File: config.mk
export PLATFORM = sky130hd
export DESIGN_NAME = xadc_scan_ctrl
export DESIGN_NICKNAME = d
export VERILOG_FILES = /design/src/rtl/xadc_scan_ctrl.sv
export SDC_FILE = /design/constraint.sdc
export NUM_CORES = 1
export LEC_CHECK = 0
export BUFFER_PORTS_ARGS = -buffer_cell sky130_fd_sc_hd__buf_2
export CAP_MARGIN = 5
export CORE_UTILIZATION = 55
export DETAILED_ROUTE_END_ITERATION = 12
export GPL_TIMING_DRIVEN = 0
export HOLD_SLACK_MARGIN = 0.08
export PLACE_DENSITY = 0.76
export SLEW_MARGIN = 20
export SYNTH_ARGS = -nofsm -noshare
export SYNTH_HDL_FRONTEND = slang
export SYNTH_SLANG_ARGS = --single-unit
File: constraint.sdc
create_clock -name clk -period 8.75 [get_ports clk]
set_clock_uncertainty 0.05 [all_clocks]
set_input_delay 0.875 -clock clk [delete_from_list [all_inputs] [get_ports clk]]
set_output_delay 0.875 -clock clk [all_outputs]
set_load 0.01 [all_outputs]
File: src/rtl/xadc_scan_ctrl.sv
// XADC DRP scan sequencer: round-robins the enabled VAUX channels, selecting each through
// CFG0, waiting out settling conversions, and banking the 12-bit result per channel.
module xadc_scan_ctrl #(
    parameter logic [10:0] CFG0_UPPER  = 11'h000,
    parameter int          DISCARD_EOC = 1,
    parameter int          DRP_TIMEOUT = 255,
    parameter int          EOC_TIMEOUT = 65535
) (
    input  logic        clk,
    input  logic        reset_p,
    input  logic        enable,
    input  logic [15:0] ch_mask,
    output logic [6:0]  daddr_out,
    output logic        den_out,
    output logic        dwe_out,
    output logic [15:0] di_out,
    input  logic [15:0] do_in,
    input  logic        drdy_in,
    input  logic        eoc_in,
    output logic        res_valid,
    output logic [3:0]  res_ch,
    output logic [11:0] res_data,
    input  logic [3:0]  rd_ch,
    output logic [11:0] rd_data,
    output logic        busy,
    output logic        err_timeout
);

    typedef enum logic [3:0] {
        IDLE, PICK, WR_CFG, WAIT_WDRDY, SETTLE, WAIT_EOC, RD, WAIT_RDRDY, STORE
    } state_t;

    localparam logic [31:0] TMO_DRP   = 32'(DRP_TIMEOUT - 1);
    localparam logic [31:0] TMO_EOC   = 32'(EOC_TIMEOUT - 1);
    localparam logic [7:0]  DISC_INIT = 8'(DISCARD_EOC);

    state_t      state_r, state_next_s, cont_s;
    logic [3:0]  cur_ch_r, pick_ch_s, ch_sel_s;
    logic        pick_found_s, eoc_q_r, eoc_rise_s, timeout_s;
    logic [7:0]  disc_r;
    logic [31:0] tmr_r;
    logic [11:0] bank_r [16];
    logic        den_s, dwe_s, busy_s;
    logic [6:0]  daddr_s;
    logic [15:0] di_s;
    logic        unused_do_s;

    assign unused_do_s = ^do_in[3:0];
    assign eoc_rise_s  = eoc_in & ~eoc_q_r;
    assign cont_s      = (enable && (ch_mask != 16'h0000)) ? PICK : IDLE;
    assign ch_sel_s    = (state_r == PICK) ? pick_ch_s : cur_ch_r;
    assign rd_data     = bank_r[rd_ch];

    // Next enabled channel strictly after cur_ch; the 16th step lands back on cur_ch itself.
    always_comb begin
        logic [3:0] idx;
        pick_ch_s    = cur_ch_r;
        pick_found_s = 1'b0;
        idx          = 4'h0;
        for (int i = 1; i <= 16; i++) begin
            idx = cur_ch_r + 4'(i);
            if (!pick_found_s && ch_mask[idx]) begin
                pick_ch_s    = idx;
                pick_found_s = 1'b1;
            end else begin
                pick_found_s = pick_found_s;
            end
        end
    end

    // State register.
    always_ff @(posedge clk or posedge reset_p) begin
        if (reset_p) begin
            state_r <= IDLE;
        end else begin
            state_r <= state_next_s;
        end
    end

    // Next-state logic; a completed event always wins over a same-cycle timeout.
    always_comb begin
        state_next_s = state_r;
        timeout_s    = 1'b0;
        case (state_r)
            IDLE:       state_next_s = cont_s;
            PICK:       state_next_s = pick_found_s ? WR_CFG : IDLE;
            WR_CFG:     state_next_s = WAIT_WDRDY;
            WAIT_WDRDY: begin
                if (drdy_in) begin
                    state_next_s = (DISCARD_EOC == 0) ? WAIT_EOC : SETTLE;
                end else if (tmr_r == TMO_DRP) begin
                    state_next_s = cont_s;
                    timeout_s    = 1'b1;
                end else begin
                    state_next_s = WAIT_WDRDY;
                end
            end
            SETTLE: begin
                if (eoc_rise_s && (disc_r <= 8'd1)) begin
                    state_next_s = WAIT_EOC;
                end else if (tmr_r == TMO_EOC) begin
                    state_next_s = cont_s;
                    timeout_s    = 1'b1;
                end else begin
                    state_next_s = SETTLE;
                end
            end
            WAIT_EOC: begin
                if (eoc_rise_s) begin
                    state_next_s = RD;
                end else if (tmr_r == TMO_EOC) begin
                    state_next_s = cont_s;
                    timeout_s    = 1'b1;
                end else begin
                    state_next_s = WAIT_EOC;
                end
            end
            RD:         state_next_s = WAIT_RDRDY;
            WAIT_RDRDY: begin
                if (drdy_in) begin
                    state_next_s = STORE;
                end else if (tmr_r == TMO_DRP) begin
                    state_next_s = cont_s;
                    timeout_s    = 1'b1;
                end else begin
                    state_next_s = WAIT_RDRDY;
                end
            end
            STORE:      state_next_s = cont_s;
            default:    state_next_s = IDLE;
        endcase
    end

    // Output decode from the next state so the registered DRP strobes line up with their states.
    always_comb begin
        den_s   = 1'b0;
        dwe_s   = 1'b0;
        daddr_s = 7'h00;
        di_s    = 16'h0000;
        busy_s  = (state_next_s != IDLE);
        case (state_next_s)
            WR_CFG: begin
                den_s   = 1'b1;
                dwe_s   = 1'b1;
                daddr_s = 7'h40;
                di_s    = {CFG0_UPPER, 5'h10 + {1'b0, ch_sel_s}};
            end
            RD: begin
                den_s   = 1'b1;
                daddr_s = 7'h10 + {3'b000, ch_sel_s};
            end
            default: begin
                den_s = 1'b0;
            end
        endcase
    end

    // Datapath, counters, result bank and registered outputs.
    always_ff @(posedge clk or posedge reset_p) begin
        if (reset_p) begin
            cur_ch_r    <= 4'h0;
            eoc_q_r     <= 1'b0;
            disc_r      <= 8'd0;
            tmr_r       <= 32'd0;
            den_out     <= 1'b0;
            dwe_out     <= 1'b0;
            daddr_out   <= 7'h00;
            di_out      <= 16'h0000;
            busy        <= 1'b0;
            res_valid   <= 1'b0;
            res_ch      <= 4'h0;
            res_data    <= 12'h000;
            err_timeout <= 1'b0;
            for (int i = 0; i < 16; i++) begin
                bank_r[i] <= 12'h000;
            end
        end else begin
            eoc_q_r   <= eoc_in;
            den_out   <= den_s;
            dwe_out   <= dwe_s;
            daddr_out <= daddr_s;
            di_out    <= di_s;
            busy      <= busy_s;
            res_valid <= (state_next_s == STORE);
            if (state_r == PICK && pick_found_s) begin
                cur_ch_r <= pick_ch_s;
            end
            if ((state_next_s != state_r) || (state_r == IDLE)) begin
                tmr_r <= 32'd0;
            end else begin
                tmr_r <= tmr_r + 32'd1;
            end
            if (state_r == WAIT_WDRDY && drdy_in) begin
                disc_r <= DISC_INIT;
            end else if (state_r == SETTLE && eoc_rise_s && disc_r != 8'd0) begin
                disc_r <= disc_r - 8'd1;
            end
            if (state_next_s == STORE) begin
                res_data <= do_in[15:4];
                res_ch   <= cur_ch_r;
            end
            if (state_r == STORE) begin
                bank_r[cur_ch_r] <= res_data;
            end
            if (timeout_s) begin
                err_timeout <= 1'b1;
            end
        end
    end

endmodule

==> flow_summary.json <==
{
  "outcome": "finished, violations left",
  "violations": "design-rule violations",
  "fin_crit_sh": 0.691,
  "hold_violations": 0,
  "area_delta_synth_final_pct": 12.9,
  "synth_common_cells": "271 x dfrtp_1, 202 x mux2_2, 102 x nand2_1",
  "via_per_inst": 6.26,
  "place_ws_ps": 2790,
  "cp.required_ps": 9130,
  "die_y_um": 166,
  "cts_root_buf": "clkbuf_16",
  "cts-hold-fix-buffers": 0,
  "reg2reg_to": "tmr_r[5]$_DFF_PP0_",
  "regToRegStartpoint": "cur_ch_r[1]$_DFFE_PP0P_",
  "layout.area.seq_um2": 6780,
  "die-width_um": 166,
  "yosysTopAreaCell": "dfrtp_1",
  "syn_area_um2": 14800,
  "start_util": 0.564,
  "report.final.slew_viol_count": 0,
  "path_max_fanout": 13,
  "syn_avg_cell_area_um2": 12.9,
  "vias": 10200,
  "rrSetupSlack_ps": 2700,
  "io_buffers": 78,
  "max_freq_mhz": 165,
  "drc": 5,
  "pwr_density_cell_nw_per_um2": 329,
  "grtUsageTotal": 0.273,
  "cts.sinks": 271,
  "grt_first_pass_wirelength_mm": 58.6,
  "ys_ff_latch": 271,
  "fillCellCount": 2008,
  "grt_max_degree": 111,
  "cts_inserted_buffers": 29,
  "drtAntennaViolNets": 0,
  "grt_overflow": 0,
  "multi_input_comb_area_um2": 7530,
  "leakage_nw": 7.82,
  "core-area_um2": 26200,
  "htree_num_levels": 1,
  "final_nets": 1327,
  "place_hpwl_mm": 24.9,
  "setup_viol": 0,
  "arrival_ps": 6430,
  "place_congestion": 0.932,
  "final_core_util": 0.636,
  "postCtsSetupBuffers": 0,
  "yosys-top-cells-area": "dfrtp_1 46%, mux2_2 15%, mux4_2 13%",
  "tightest_slew_ps": 1040,
  "cp-start-kind": "register",
  "tns_ps": 0,
  "placementRows": 59,
  "cap_violations": 0,
  "synthArstFlopShare": 1.00,
  "slew-limit-headroom": 0.306,
  "clk_latency_ps": 560,
  "cts_resized": 0,
  "yosys_warnings": 0,
  "first_pass_iters": 11,
  "yosysSeqAreaShare": 0.459,
  "wire_per_inst_um": 22.6,
  "ios": 97,
  "fin_ws_ps": 2700,
  "rsz0062_at_grt": "false",
  "synth_most_common_cell": "dfrtp_1",
  "dieArea_um2": 27500,
  "drt-total-wl_mm": 36.6,
  "num_antenna_cells": 0,
  "min_period_ps": 6050,
  "synthFlopType": "dfrtp_1",
  "hold_path.class": "input port to asynchronous set/reset pin",
  "endpoint_kind": "register",
  "ir_worst_vdd_mv": 0.309,
  "clk_pin_slew_ps": 60,
  "synth_cell_types": 80,
  "grt_pass1_vias": 10400,
  "syn_inst": 1145,
  "cts.path.max_buffers": 3,
  "path_class": "register to register",
  "p_total_mw": 5.49,
  "first_iter_violations": 729,
  "antenna_found_initial": 1,
  "synth_edf_count": 0,
  "cts_tree": "done",
  "worst_hold_slack_ps": 295,
  "post_route_cells_drive_above_1_share": 0.383,
  "netlist.area_leader.share": 0.459,
  "r2r_cells": 16
}
-- logic make-up after synthesis --
kind of cell | after synthesis | share of synthesized area
buf+inv | 101 | 0.0343
flops | 271 | 0.459
other cells | 1 | 0.000254
compound gates | 107 | 0.0508
mux | 313 | 0.304
simple gates | 284 | 0.105
xor+xnor | 49 | 0.0301
fa+ha+maj | 19 | 0.0161
-- area by class of cell --
| type | count | area share |
|---|---|---|
| sequential | 271 | 0.407 |
| clock buffer | 37 | 0.0477 |
| tap | 335 | 0.0251 |
| clock inverter | 15 | 0.0105 |
| inverter | 22 | 0.00540 |
| multi-input combinational | 784 | 0.452 |
| buffer | 79 | 0.0258 |
| timing repair buffer | 80 | 0.0267 |
-- layout by cell type, fill, tap and decap left out, types with 5 or more instances in the layout --
master / synthesis / layout
o22ai_1: 7 / 7
a211oi_1: 6 / 6
nor4_1: 8 / 8
conb_1: 1 / 12
xor2_1: 25 / 25
or3_1: 5 / 5
nor2b_1: 5 / 5
and2_1: 7 / 7
nand2b_1: 6 / 6
nand3_1: 21 / 21
clkbuf_16: 0 / 29
a21oi_1: 19 / 19
inv_1: 18 / 17
nand2_1: 102 / 102
mux2i_1: 20 / 20
o21ai_0: 22 / 22
nor3_2: 31 / 31
xnor2_1: 22 / 21
clkinv_2: 0 / 8
nor3_1: 14 / 14
buf_4: 19 / 19
nand4_1: 10 / 10
clkbuf_1: 46 / 50
and3_1: 9 / 9
mux4_2: 85 / 85
buf_6: 5 / 5
a31oi_1: 6 / 6
dfrtp_1: 271 / 271
mux2_2: 202 / 202
buf_2: 2 / 81
ha_1: 19 / 19
nor2_1: 45 / 45
-- power by group --
group / total [mW] / internal [mW] / switching (mW)
Sequential: 1.53 / 1.38 / 0.143
Combinational: 2.72 / 1.02 / 1.70
Clock: 1.25 / 0.734 / 0.513
-- stage by stage --
step	instances	instance area (µm²)
after floorplan	1156	14800
after global placement	1569	15600
after detailed placement	1571	15700
after CTS	1623	16700
after global routing	1623	16700
final	1623	16700
-- worst max-delay path by stage --
| stage | startpoint | endpoint | depth (start not counted) |
|---|---|---|---|
| finish | cur_ch_r[1]$_DFFE_PP0P_ | tmr_r[5]$_DFF_PP0_ | 16 |
| global route | cur_ch_r[1]$_DFFE_PP0P_ | tmr_r[3]$_DFF_PP0_ | 16 |
| CTS | cur_ch_r[1]$_DFFE_PP0P_ | tmr_r[5]$_DFF_PP0_ | 16 |
| detailed placement | cur_ch_r[1]$_DFFE_PP0P_ | tmr_r[3]$_DFF_PP0_ | 16 |
| global placement | reset_p | bank_r[88]$_DFFE_PP0P_ | 2 |
| floorplan | reset_p | bank_r[0]$_DFFE_PP0P_ | 1 |
-- metal layers --
layer,global-route usage,wire length (µm),up-vias
li1,-,-,4476
met1,0.375,15500,5212
met2,0.450,17700,383
met3,0.0396,2130,97
met4,0.0914,1380,0
met5,0,0,-
-- state kept, by name, summed over array words and instances (netlist names), 4 cells and up --
name       cells
disc_r         8
res_ch         4
res_data      12
state_r        4
di_out         4
cur_ch_r       4
daddr_out      6
bank_r       192
tmr_r         32
-- worst max-delay path, cell delays in order (launching register included) --
cell      delay [ps]
dfrtp_1          470
buf_4            240
buf_4            250
clkinv_1         450
ha_1             470
clkbuf_1         530
mux4_2           490
mux2i_1          370
mux2i_2          220
nor4b_4          580
nand3_4          250
o31ai_2          480
inv_2            160
nor3_2           290
a221o_1          300
buf_4            250
nor3_2            70
No activity file was read; power rests on OpenSTA's default activity.
